**src/rtl/pp_dma_pkg.sv**
```systemverilog
// Shared definitions for the SD-sector-to-memory DMA engine: FSM encoding,
// default sector size and small decode helpers.
package pp_dma_pkg;

    localparam int SECTOR_BYTES_DEF = 512;

    localparam logic [2:0] ST_IDLE = 3'd0;
    localparam logic [2:0] ST_REQ  = 3'd1;
    localparam logic [2:0] ST_RECV = 3'd2;
    localparam logic [2:0] ST_NEXT = 3'd3;
    localparam logic [2:0] ST_DONE = 3'd4;

    function automatic logic is_busy_state(input logic [2:0] st);
        return (st == ST_REQ) || (st == ST_RECV) || (st == ST_NEXT);
    endfunction

    function automatic logic [31:0] word_align(input logic [31:0] a);
        return {a[31:2], 2'b00};
    endfunction

endpackage

```
**src/rtl/pp_dma_packer.sv**
```systemverilog
// Collects four SD bytes little-endian into one word and holds the write
// request stable until the memory side accepts it.
module pp_dma_packer
    import pp_dma_pkg::*;
(
    input  logic        clk,
    input  logic        rst,
    input  logic        take,
    input  logic [1:0]  lane,
    input  logic [7:0]  byte_in,
    input  logic        mem_ready,
    output logic        mem_wr,
    output logic [31:0] mem_wdata,
    output logic        word_done
);

    logic [23:0] acc;

    assign word_done = mem_wr & mem_ready;

    // A take on lane 3 never coincides with a pending word: the top drops
    // sd_byte_ready while mem_wr is high.
    always_ff @(posedge clk) begin
        if (!rst) begin
            acc       <= '0;
            mem_wr    <= 1'b0;
            mem_wdata <= '0;
        end else begin
            if (word_done) begin
                mem_wr <= 1'b0;
            end
            if (take) begin
                case (lane)
                    2'd0: acc[7:0]   <= byte_in;
                    2'd1: acc[15:8]  <= byte_in;
                    2'd2: acc[23:16] <= byte_in;
                    default: begin
                        mem_wdata <= {byte_in, acc};
                        mem_wr    <= 1'b1;
                    end
                endcase
            end
        end
    end

endmodule

```
**src/rtl/pp_sd_dma.sv**
```systemverilog
// SD sector read DMA: requests consecutive sectors, packs the incoming byte
// stream into words and writes them to contiguous memory addresses.
//
// state | meaning
// IDLE  | waiting for a dma_en rising edge
// REQ   | sd_rd_req high, waiting for sd_rd_ack
// RECV  | accepting sector bytes and writing packed words
// NEXT  | one cycle: advance sector number, decrement remaining count
// DONE  | dma_done high until dma_en is low
module pp_sd_dma
    import pp_dma_pkg::*;
#(
    parameter int SECTOR_BYTES = SECTOR_BYTES_DEF
)
(
    input  logic        clk,
    input  logic        rst,
    input  logic        dma_en,
    input  logic [31:0] sd_addr,
    input  logic [31:0] sd_counts,
    input  logic [31:0] dest_addr,
    output logic        sd_rd_req,
    output logic [31:0] sd_rd_sector,
    input  logic        sd_rd_ack,
    input  logic [7:0]  sd_byte,
    input  logic        sd_byte_valid,
    output logic        sd_byte_ready,
    output logic        mem_wr,
    output logic [31:0] mem_addr,
    output logic [31:0] mem_wdata,
    input  logic        mem_ready,
    output logic        dma_busy,
    output logic        dma_done
);

    localparam int CW = $clog2(SECTOR_BYTES);
    localparam logic [CW-1:0] LAST_BYTE = CW'(SECTOR_BYTES - 1);
    localparam logic [CW-1:0] CNT_ONE   = CW'(1);

    logic [2:0]    state;
    logic          en_q;
    logic [31:0]   sector;
    logic [31:0]   remaining;
    logic [31:0]   rem_dec;
    logic [CW-1:0] byte_cnt;
    logic          bytes_done;
    logic          start;
    logic          take;
    logic          word_done;
    logic          dest_lsb_unused;

    assign dest_lsb_unused = ^dest_addr[1:0];

    assign start         = dma_en & ~en_q & (state == ST_IDLE);
    assign sd_byte_ready = (state == ST_RECV) & ~mem_wr & ~bytes_done;
    assign take          = sd_byte_valid & sd_byte_ready;
    assign rem_dec       = remaining - 32'd1;

    assign sd_rd_req    = (state == ST_REQ);
    assign sd_rd_sector = sector;
    assign dma_busy     = is_busy_state(state);
    assign dma_done     = (state == ST_DONE);

    pp_dma_packer u_packer (
        .clk       (clk),
        .rst       (rst),
        .take      (take),
        .lane      (byte_cnt[1:0]),
        .byte_in   (sd_byte),
        .mem_ready (mem_ready),
        .mem_wr    (mem_wr),
        .mem_wdata (mem_wdata),
        .word_done (word_done)
    );

    always_ff @(posedge clk) begin
        if (!rst) begin
            state      <= ST_IDLE;
            en_q       <= 1'b0;
            sector     <= '0;
            remaining  <= '0;
            mem_addr   <= '0;
            byte_cnt   <= '0;
            bytes_done <= 1'b0;
        end else begin
            en_q <= dma_en;

            if (word_done) begin
                mem_addr <= mem_addr + 32'd4;
            end

            // The byte counter wraps at the sector end; bytes_done remembers
            // that the whole sector arrived while its last word drains.
            if (take) begin
                if (byte_cnt == LAST_BYTE) begin
                    byte_cnt   <= '0;
                    bytes_done <= 1'b1;
                end else begin
                    byte_cnt <= byte_cnt + CNT_ONE;
                end
            end

            case (state)
                ST_IDLE: begin
                    if (start) begin
                        sector     <= sd_addr;
                        remaining  <= sd_counts;
                        mem_addr   <= word_align(dest_addr);
                        byte_cnt   <= '0;
                        bytes_done <= 1'b0;
                        state      <= (sd_counts == 32'd0) ? ST_DONE : ST_REQ;
                    end
                end
                ST_REQ: begin
                    if (sd_rd_ack) begin
                        state <= ST_RECV;
                    end
                end
                ST_RECV: begin
                    if (bytes_done && word_done) begin
                        bytes_done <= 1'b0;
                        state      <= ST_NEXT;
                    end
                end
                ST_NEXT: begin
                    sector    <= sector + 32'd1;
                    remaining <= rem_dec;
                    state     <= (rem_dec != 32'd0) ? ST_REQ : ST_DONE;
                end
                ST_DONE: begin
                    if (!dma_en) begin
                        state <= ST_IDLE;
                    end
                end
                default: state <= ST_IDLE;
            endcase
        end
    end

endmodule
```
**config.mk**
```make
export PLATFORM = sky130hd
export DESIGN_NAME = pp_sd_dma
export DESIGN_NICKNAME = d
export VERILOG_FILES = /design/src/rtl/pp_dma_pkg.sv /design/src/rtl/pp_dma_packer.sv /design/src/rtl/pp_sd_dma.sv
export SDC_FILE = /design/constraint.sdc
export NUM_CORES = 1
export LEC_CHECK = 0
export ABC_AREA = 1
export ABC_CLOCK_PERIOD_IN_PS = 2900
export BUFFER_PORTS_ARGS = -buffer_cell sky130_fd_sc_hd__buf_2
export CORE_MARGIN = 4
export CORE_UTILIZATION = 40
export DETAILED_ROUTE_END_ITERATION = 10
export PLACE_DENSITY = 0.68
export SLEW_MARGIN = 25
export SYNTH_ARGS = -nofsm -noshare
export SYNTH_HDL_FRONTEND = slang
export SYNTH_SLANG_ARGS = --single-unit
```
**constraint.sdc**
```tcl
create_clock -name clk -period 2.9 [get_ports clk]
set_clock_uncertainty 0.05 [all_clocks]
set_input_delay 0 -clock clk [delete_from_list [all_inputs] [get_ports clk]]
set_output_delay 0 -clock clk [all_outputs]
set_load 0.005 [all_outputs]
```
==> results.toml, run 1 <==
[final_layout]
final_cell_mix = "345 x nand2_1, 263 x nor2_1, 206 x buf_2"
regArea_sq_um = 3303
final_common_cell = "nand2_1"
fin_nets = 1797
areaGrowthSynthToFinish_pct = 33.14
multi_input_area_sq_um = 4954
fillers = 2069
drive_gt1_frac = 0.1762
finish.instance_area_sq_um = 11950

[synthesis]
yosysWarnings = 0
yosys.cell_types.count = 46
ys_seq_elements = 165
netlist_area_sq_um = 8975
synth_cells = 1385
synth_flop_cell = "dfxtp_1"
avgSynthCellArea_sq_um = 6.480
seq_area_frac_synth = 0.3680
synth_edf_count = 0
async_flop_share = 0

[power_and_ir_drop]
cellLeakagePower_nw = 5.592
p_per_area_nw_per_um2 = 752.2
peakVddDrop_mv = 0.4378

[die]
ios = 211
fp.coreArea_sq_um = 21960
start_util = 0.4087
die_area_sq_um = 24900
die_h_microns = 157.8
num_rows = 54
dieWidth_microns = 157.8

[timing]
finalSetupViolations = 0
max_slew_margin = 0.4373
period_share = 0.8932
rsz0062_at_grt = "no"
report.final.slew_viol_count = 0
setup_tns_ps = 0
period_needed_ps = 2590
final_hold_viol_count = 0
worst_pin_slew_ps = 844.0
fmax_mhz = 386.0

[drt]
drt_iter0_markers = 709
vias_per_cell = 5.107
wl_per_cell_microns = 15.18
drt_wl_total_microns = 29940
detail-route-antenna-nets = 0
dr_total_vias = 10071
first_pass_iters = 5
drc = 0

[clock_network]
insertion_delay_ps = 430
clock-root-buffer = "clkbuf_16"
cts_tree = "yes"
postCtsSetupBuffers = 0
clock_sinks = 165
cts_buffer_depth = 2
clk_pin_slew_ps = 80
cts_buffers = 17
htreeDepth = 4
post_cts_resized = 0

[grt]
grt_use_met2 = 0.3979
grt_antenna_before_repair = 1
first_global_vias = 9653
grt_use_met3 = 0.05030
grtUsageTotal = 0.2358
grt_max_degree = 97
grt_use_met1 = 0.2919
grt_overflow = 0
grt_pass1_wl_microns = 48020
top_usage_layer = "met2"

[hold_path]
hold_depth = 4
hold_path.class = "primary input to flip-flop"

[critical_path]
startpoint_type = "flip-flop"
cp_max_fo = 6
ff2ff_path_depth = 17
cp_data_required_time_ps = 3140
cp-end-kind = "flip-flop"
critPathKind = "flip-flop to flip-flop"
arrival_ps = 2830

[place]
placedInstanceArea_sq_um = 10240
dp_hpwl_microns = 20750
place_congestion = 1.012
port_buffers = 206

[run_status]
status = "complete, no violations"

[job]
max-cap-violations = 0
[worst max-delay path, cell delays in order (launching register included)]
cell and delay (ps):
dfxtp_1 320, inv_1 150, ha_1 300, nand2_2 160, inv_2 70, nand2_1 90, nor2_1 270, nand2_1 90
nand2_1 70, nand2_1 70, nor2_1 110, nand2_1 60, nor2_1 220, nand3_1 160, nand2_1 100, nand2_1 60
nand2_1 50, a21oi_1 60
[sequential cells by signal, summed over array words and instances (netlist names)]
signal and flops:
remaining 32, sd_rd_sector 32, u_packer.mem_wdata 32, mem_addr 30, u_packer.acc 24, byte_cnt 9
state 3, bytes_done 1, en_q 1, u_packer.mem_wr 1
[per-stage QoR]
stage	hold slack (ps)	setup slack, ps	std cells	power (mW)	utilization
detailed placement	167.1	147.3	1831	6.532	0.4662
floorplan	43.45	935.7	1386	5.369	-
global placement	164.1	221.9	1831	6.496	0.4662
finish	292.9	309.6	1972	8.989	0.5442
CTS	278.6	90.94	1970	8.970	0.5428
global route	327.4	137.6	1972	9.639	0.5442
[synth_stat cells (all sizes together), types with 11 or more instances]
| cell type | instances | share of area |
|---|---|---|
| inv | 136 | 0.057 |
| xor2 | 23 | 0.022 |
| nand3 | 51 | 0.030 |
| xnor2 | 18 | 0.018 |
| nand4 | 25 | 0.018 |
| nor2 | 281 | 0.13 |
| o21ai | 119 | 0.066 |
| a31oi | 30 | 0.021 |
| a21oi | 42 | 0.023 |
| nor4 | 13 | 0.011 |
| clkbuf | 41 | 0.017 |
| nor3 | 25 | 0.016 |
| dfxtp | 165 | 0.37 |
| buf | 11 | 0.0070 |
| nand2 | 351 | 0.15 |
[layer usage]
metal,share of wire,vias up
met5,0,-
met4,0.038,0
met3,0.059,85
met2,0.48,348
met1,0.42,4576
li1,-,5062
[where the power goes]
part	internal, mW	switching, mW
Sequential	2.64	0.455
Combinational	1.30	2.29
Clock	1.17	1.13
[what timing repair did]
item,in CTS,in global routing
hold buffers,107,0
hold endpoints to repair,134,0
setup endpoints to repair,0,0
[area by class of cell]
cell class                 count  area share
multi-input combinational   1032      0.4146
sequential                   165      0.2764
timing repair buffer         325      0.1851
inverter                     137     0.04325
clock buffer                  17     0.03560
tap                          280     0.02932
clock inverter                15     0.01550
antenna                        1   0.0002094
[cell families (layout without fill, tap and decap cells)]
kind of cell / after synthesis / count (layout) / synth area share
adder cells (fa/ha/maj): 9 / 9 / 0.01255
buffers and inverters: 189 / 494 / 0.08170
flip-flops: 165 / 165 / 0.3680
other: 1 / 3 / 0.0004178
XOR/XNOR: 41 / 41 / 0.04001
AND/OR/NAND/NOR: 759 / 759 / 0.3598
AO/OA/AOI/OAI: 221 / 221 / 0.1375
[worst paths after layout]
kind | from | to | slack, ps
setup reg to reg | remaining[0]$_SDFFE_PN0P_ | state[0]$_SDFFE_PN0P_ | 310
hold / removal | dma_en | en_q$_SDFF_PN0_ | 290
hold reg to reg | u_packer.acc[23]$_SDFFE_PN0P_ | u_packer.mem_wdata[23]$_SDFFE_PN0P_ | 440
setup / recovery | remaining[0]$_SDFFE_PN0P_ | state[0]$_SDFFE_PN0P_ | 310
Power figures use the tool's default switching activity.
==> run 2, diff against run 1 <==
- CELL_PAD_IN_SITES_DETAIL_PLACEMENT: unset -> 1
- CELL_PAD_IN_SITES_GLOBAL_PLACEMENT: unset -> 2
- CORE_UTILIZATION: 40 -> 31
- PLACE_DENSITY: 0.68 -> 0.92
==> run 2 against run 1 <==
- sequential power hardly changed
- worst hold slack gained 6.2 ps
- clock power barely moved
- cell area rose by 0.87%
- non-clock buffer count unchanged
- core utilization is 12 points lower
- sequential cell count unchanged
- combinational power increased by 1%
- register-to-register slack better by 30 ps
- setup slack gained 32 ps
- largest power group unchanged
==> results.toml, run 2 (synthesized netlist as in run 1, its figures left out) <==
[timing]
fmax_mhz = 390.9
rsz0062_at_grt = "no"
final_hold_viol_count = 0
setup_tns_ps = 0
report.final.slew_viol_count = 0
finalSetupViolations = 0
worst_pin_slew_ps = 911.3
period_share = 0.8822
period_needed_ps = 2558
max_slew_margin = 0.3925

[drt]
dr_total_vias = 10181
vias_per_cell = 4.897
first_pass_iters = 4
drc = 0
detail-route-antenna-nets = 0
drt_wl_total_microns = 34610
drt_iter0_markers = 438
wl_per_cell_microns = 16.65

[critical_path]
r2r-end = "state[0]$_SDFFE_PN0P_"
cp_data_required_time_ps = 3150
cp-end-kind = "flip-flop"
cp_max_fo = 6
ff2ff_path_depth = 15
r2r_start = "remaining[0]$_SDFFE_PN0P_"
crit_buf_inv = 1
crit_path_top_delay_cell = "dfxtp_1"
critPathKind = "flip-flop to flip-flop"
path_cells = "inv_1 > ha_1 > nand2_2 > nor2_2 > nand2_1 > nand2_1 > nand2_1 > nor2_1 > nand2_1 > nor3_1 > nand3_1 > nand2_1 > nand2_1 > nand2_1 > a21oi_1"
slowest_delay_ps = 320
startpoint_type = "flip-flop"
cp_top_family = "simple AND/OR/NAND/NOR gates"
arrival_ps = 2800
crit_top_cell = "nand2_1"
reg2reg_slack_ps = 340

[final_layout]
fillers = 3720
drive_gt1_frac = 0.1745
final_common_cell = "nand2_1"
multi_input_area_sq_um = 4954
fin_nets = 1797
final_cell_mix = "345 x nand2_1, 263 x nor2_1, 206 x buf_2"
fin_util = 0.4211
regArea_sq_um = 3303
areaGrowthSynthToFinish_pct = 34.30

[die]
die_h_microns = 178.2
fp.coreArea_sq_um = 28630
die_area_sq_um = 31740
start_util = 0.3135
ios = 211
dieWidth_microns = 178.2
num_rows = 62

[job]
max-cap-violations = 0

[power_and_ir_drop]
p_seq_frac = 0.344
p_switching_mw = 3.983
peakVddDrop_mv = 0.4684
combPwrFrac = 0.402
cellLeakagePower_nw = 5.572
p_per_area_nw_per_um2 = 751.2
swShare = 0.4399
pwr-share-clk = 0.254
p_int_mw = 5.072

[hold_path]
hp-start = "sd_addr[9]"
hold_path.class = "primary input to flip-flop"
hold_path_end = "sd_rd_sector[9]$_SDFFE_PN0P_"
hold_depth = 4

[grt]
grt_max_degree = 97
first_global_vias = 10787
grt_antenna_before_repair = 4
grt_overflow = 0
grtUsageTotal = 0.2181
grt_pass1_wl_microns = 55370

[clock_network]
insertion_delay_ps = 450
post_cts_resized = 0
clock-root-buffer = "clkbuf_16"
cts_buffer_depth = 2
cts_tree = "yes"
clk_pin_slew_ps = 80
cts_buffers = 17
postCtsSetupBuffers = 0
htreeDepth = 4
hold_buffers = 109
clock_sinks = 165

[place]
dp_hpwl_microns = 23630
place_congestion = 0.8545
port_buffers = 206

[run_status]
status = "complete, no violations"
## run 2: power by group through the flow
stage	clock network, mW	registers, mW	logic (mW)
final	2.30	3.12	3.64
after global routing	2.46	3.18	4.15
after CTS	2.38	3.11	3.65
after detailed placement	0	3.16	3.50
after global placement	0	3.15	3.42
after floorplan	0	3.06	2.31
## run 2: how the worst max path moves through the flow
| stage | from | end | slack (ps) | cells after the start |
|---|---|---|---|---|
| global route | remaining[2]$_SDFFE_PN0P_ | state[0]$_SDFFE_PN0P_ | 90 | 14 |
| global placement | remaining[0]$_SDFFE_PN0P_ | state[0]$_SDFFE_PN0P_ | 480 | 15 |
| detailed placement | remaining[0]$_SDFFE_PN0P_ | state[0]$_SDFFE_PN0P_ | 340 | 15 |
| CTS | remaining[0]$_SDFFE_PN0P_ | state[0]$_SDFFE_PN0P_ | 320 | 15 |
| floorplan | sd_rd_sector[0]$_SDFFE_PN0P_ | sd_rd_sector[24]$_SDFFE_PN0P_ | 940 | 13 |
| finish | remaining[0]$_SDFFE_PN0P_ | state[0]$_SDFFE_PN0P_ | 340 | 15 |
## run 2: area by class of cell
type                            instances  share of cell area
Clock buffer                           18             0.03561
Timing Repair Buffer                  325              0.1833
Antenna cell                            4           0.0008305
Sequential cell                       165              0.2741
Clock inverter                         14             0.01246
Inverter                              137             0.04287
Tap cell                              384             0.03986
Multi-Input combinational cell       1032              0.4110
## run 2: tightest hold or removal path: cells and delay by family
family / cells / cell delay [ps]
and+or+nand+nor: 1 / 50
AOI/OAI and AO/OA: 1 / 50
buffers and inverters: 2 / 650
## run 2: layer usage
metal / share of wire / vias to the layer above / track usage
li1: - / 5063 / -
met1: 0.45 / 4861 / 0.2705
met2: 0.48 / 201 / 0.3747
met3: 0.047 / 54 / 0.04748
met4: 0.023 / 2 / 0.07316
met5: 0.00032 / - / 0
## run 2: per-stage QoR
| step | instance area [sq um] | hold slack [ps] | setup slack (ps) | total power, mW | instances |
|---|---|---|---|---|---|
| floorplan | 8979 | 43.45 | 935.7 | 5.369 | 1386 |
| global placement | 10370 | 197.9 | 475.1 | 6.571 | 1934 |
| detailed placement | 10370 | 211.0 | 340.1 | 6.662 | 1934 |
| CTS | 12040 | 272.5 | 323.2 | 9.140 | 2075 |
| global route | 12050 | 312.8 | 92.28 | 9.789 | 2078 |
| finish | 12050 | 299.2 | 341.6 | 9.055 | 2079 |
==> run 3, diff against run 2 <==
- ABC_CLOCK_PERIOD_IN_PS: 2900 -> 3050
- PLACE_DENSITY: 0.92 -> unset
- PLACE_DENSITY_LB_ADDON: unset -> 0.25
- clock period: 2.9 -> 3.05 ns (I/O delays scaled with it)
==> run 3 against run 2 <==
- wire length down 4.9%
- first-iteration DRC count shrank 4.3%
- count of clock-buffer cells in the layout down 1
- combinational power shrank 5.8%
- critical path depth rose by 2
- worst hold slack worse by 6.9 ps
- clock power down 3%
- cell area unchanged
==> results.toml, run 3 (synthesized netlist as in run 1, its figures left out) <==
[drt]
drt_wl_total_microns = 32930
vias_per_cell = 4.811
dr_total_vias = 9988
detail-route-antenna-nets = 0
wl_per_cell_microns = 15.86
drt_iter0_markers = 419
first_pass_iters = 4
drc = 0

[timing]
final_hold_viol_count = 0
report.final.slew_viol_count = 0
layout_setup_ws_ps = 492.2
period_share = 0.8386
fmax_mhz = 391.0
hold_ws_ps = 292.2
finalSetupViolations = 0
max_slew_margin = 0.3932
worst_pin_slew_ps = 910.2
setup_tns_ps = 0
rsz0062_at_grt = "no"
period_needed_ps = 2558

[clock_network]
cts_buffer_depth = 2
clock_sinks = 165
cts_tree = "yes"
clock-root-buffer = "clkbuf_16"
htreeDepth = 4
clk_pin_slew_ps = 70
insertion_delay_ps = 450
cts_buffers = 17
post_cts_resized = 0

[final_layout]
fin_util = 0.4211
finish.instance_area_sq_um = 12050
drive_gt1_frac = 0.1762
final_common_cell = "nand2_1"
final_cell_mix = "345 x nand2_1, 263 x nor2_1, 206 x buf_2"
areaGrowthSynthToFinish_pct = 34.30
fin_nets = 1797

[critical_path]
crit_top_cell = "nand2_1"
path_cells = "inv_1 > ha_1 > nand2_2 > inv_2 > nand2_1 > nor2_1 > nand2_1 > nand2_1 > nand2_1 > nor2_1 > nand2_1 > nor2_1 > nand3_1 > nand2_1 > nand2_1 > nand2_1 > a21oi_1"
startpoint_type = "flip-flop"
slowest_delay_ps = 320
cp_data_required_time_ps = 3290
cp-end-kind = "flip-flop"
cp_max_fo = 6
critPathKind = "flip-flop to flip-flop"
crit_path_top_delay_cell = "dfxtp_1"
arrival_ps = 2800

[power_and_ir_drop]
cellLeakagePower_nw = 5.581
peakVddDrop_mv = 0.4054
p_per_area_nw_per_um2 = 714.7

[die]
die_area_sq_um = 31740
fp.coreArea_sq_um = 28630
die_h_microns = 178.2
ios = 211
num_rows = 62
dieWidth_microns = 178.2
start_util = 0.3135

[hold_path]
hold_path.class = "primary input to flip-flop"

[job]
max-cap-violations = 0

[run_status]
status = "complete, no violations"

[grt]
grtUsageTotal = 0.2067
grt_max_degree = 97
first_global_vias = 10257
grt_antenna_before_repair = 1
grt_overflow = 0
grt_pass1_wl_microns = 52830

[place]
preCtsSetupSlack_ps = 489.7
port_buffers = 206
place_congestion = 0.8894
dp_hpwl_microns = 23100
placedInstanceArea_sq_um = 10380
## run 3: timing repair
| action | CTS | global route |
|---|---|---|
| endpoints found under the hold margin | 136 | 0 |
| hold buffers | 107 | 0 |
| endpoints found under the setup margin | 0 | 0 |
| setup buffers | 0 | 0 |
## run 3: power by group
group / switching [mW] / leakage, nW / internal [mW] / total, mW
logic: 2.22 / 3.94 / 1.21 / 3.43
clock network: 1.11 / 0.293 / 1.12 / 2.22
registers: 0.447 / 1.35 / 2.51 / 2.96
total: 3.78 / 5.58 / 4.84 / 8.61
## run 3: cell type report
type / count / area, sq um
diodes: 1 / 2.502
clock buffers: 17 / 425.4
clock inverters: 15 / 178.9
fillers: 3694 / 16570
inverters: 137 / 516.7
multi-input cells: 1032 / 4954
flip-flops and latches: 165 / 3303
well taps: 384 / 480.5
repair buffers: 325 / 2192
## run 3: worst max-delay path: cells and delay by family, from the launching register on
family	cells	cell delay [ps]
buf+inv	2	220
compound gates	1	60
flops	1	320
fa+ha+maj	1	320
simple gates	13	1440
## run 3: through the flow
step	instances	power (mW)
final	2076	8.614
after global routing	2076	9.295
after CTS	2075	8.731
after detailed placement	1936	6.349
after global placement	1936	6.279
after floorplan	1386	5.105
## run 3: per-layer routing
layer,up-vias,part of all wire,global-route usage
met5,-,0,0
met4,0,0.013,0.04898
met3,27,0.041,0.03328
met2,182,0.48,0.3595
met1,4717,0.47,0.2684
li1,5062,-,-
## run 3: final timing paths
kind | from | to | slack, ps | cells past startpoint
setup / recovery | remaining[0]$_SDFFE_PN0P_ | state[0]$_SDFFE_PN0P_ | 490 | 17
hold reg to reg | u_packer.acc[22]$_SDFFE_PN0P_ | u_packer.mem_wdata[22]$_SDFFE_PN0P_ | 440 | 2
hold / removal | dma_en | en_q$_SDFF_PN0_ | 290 | 4
setup reg to reg | remaining[0]$_SDFFE_PN0P_ | state[0]$_SDFFE_PN0P_ | 490 | 17
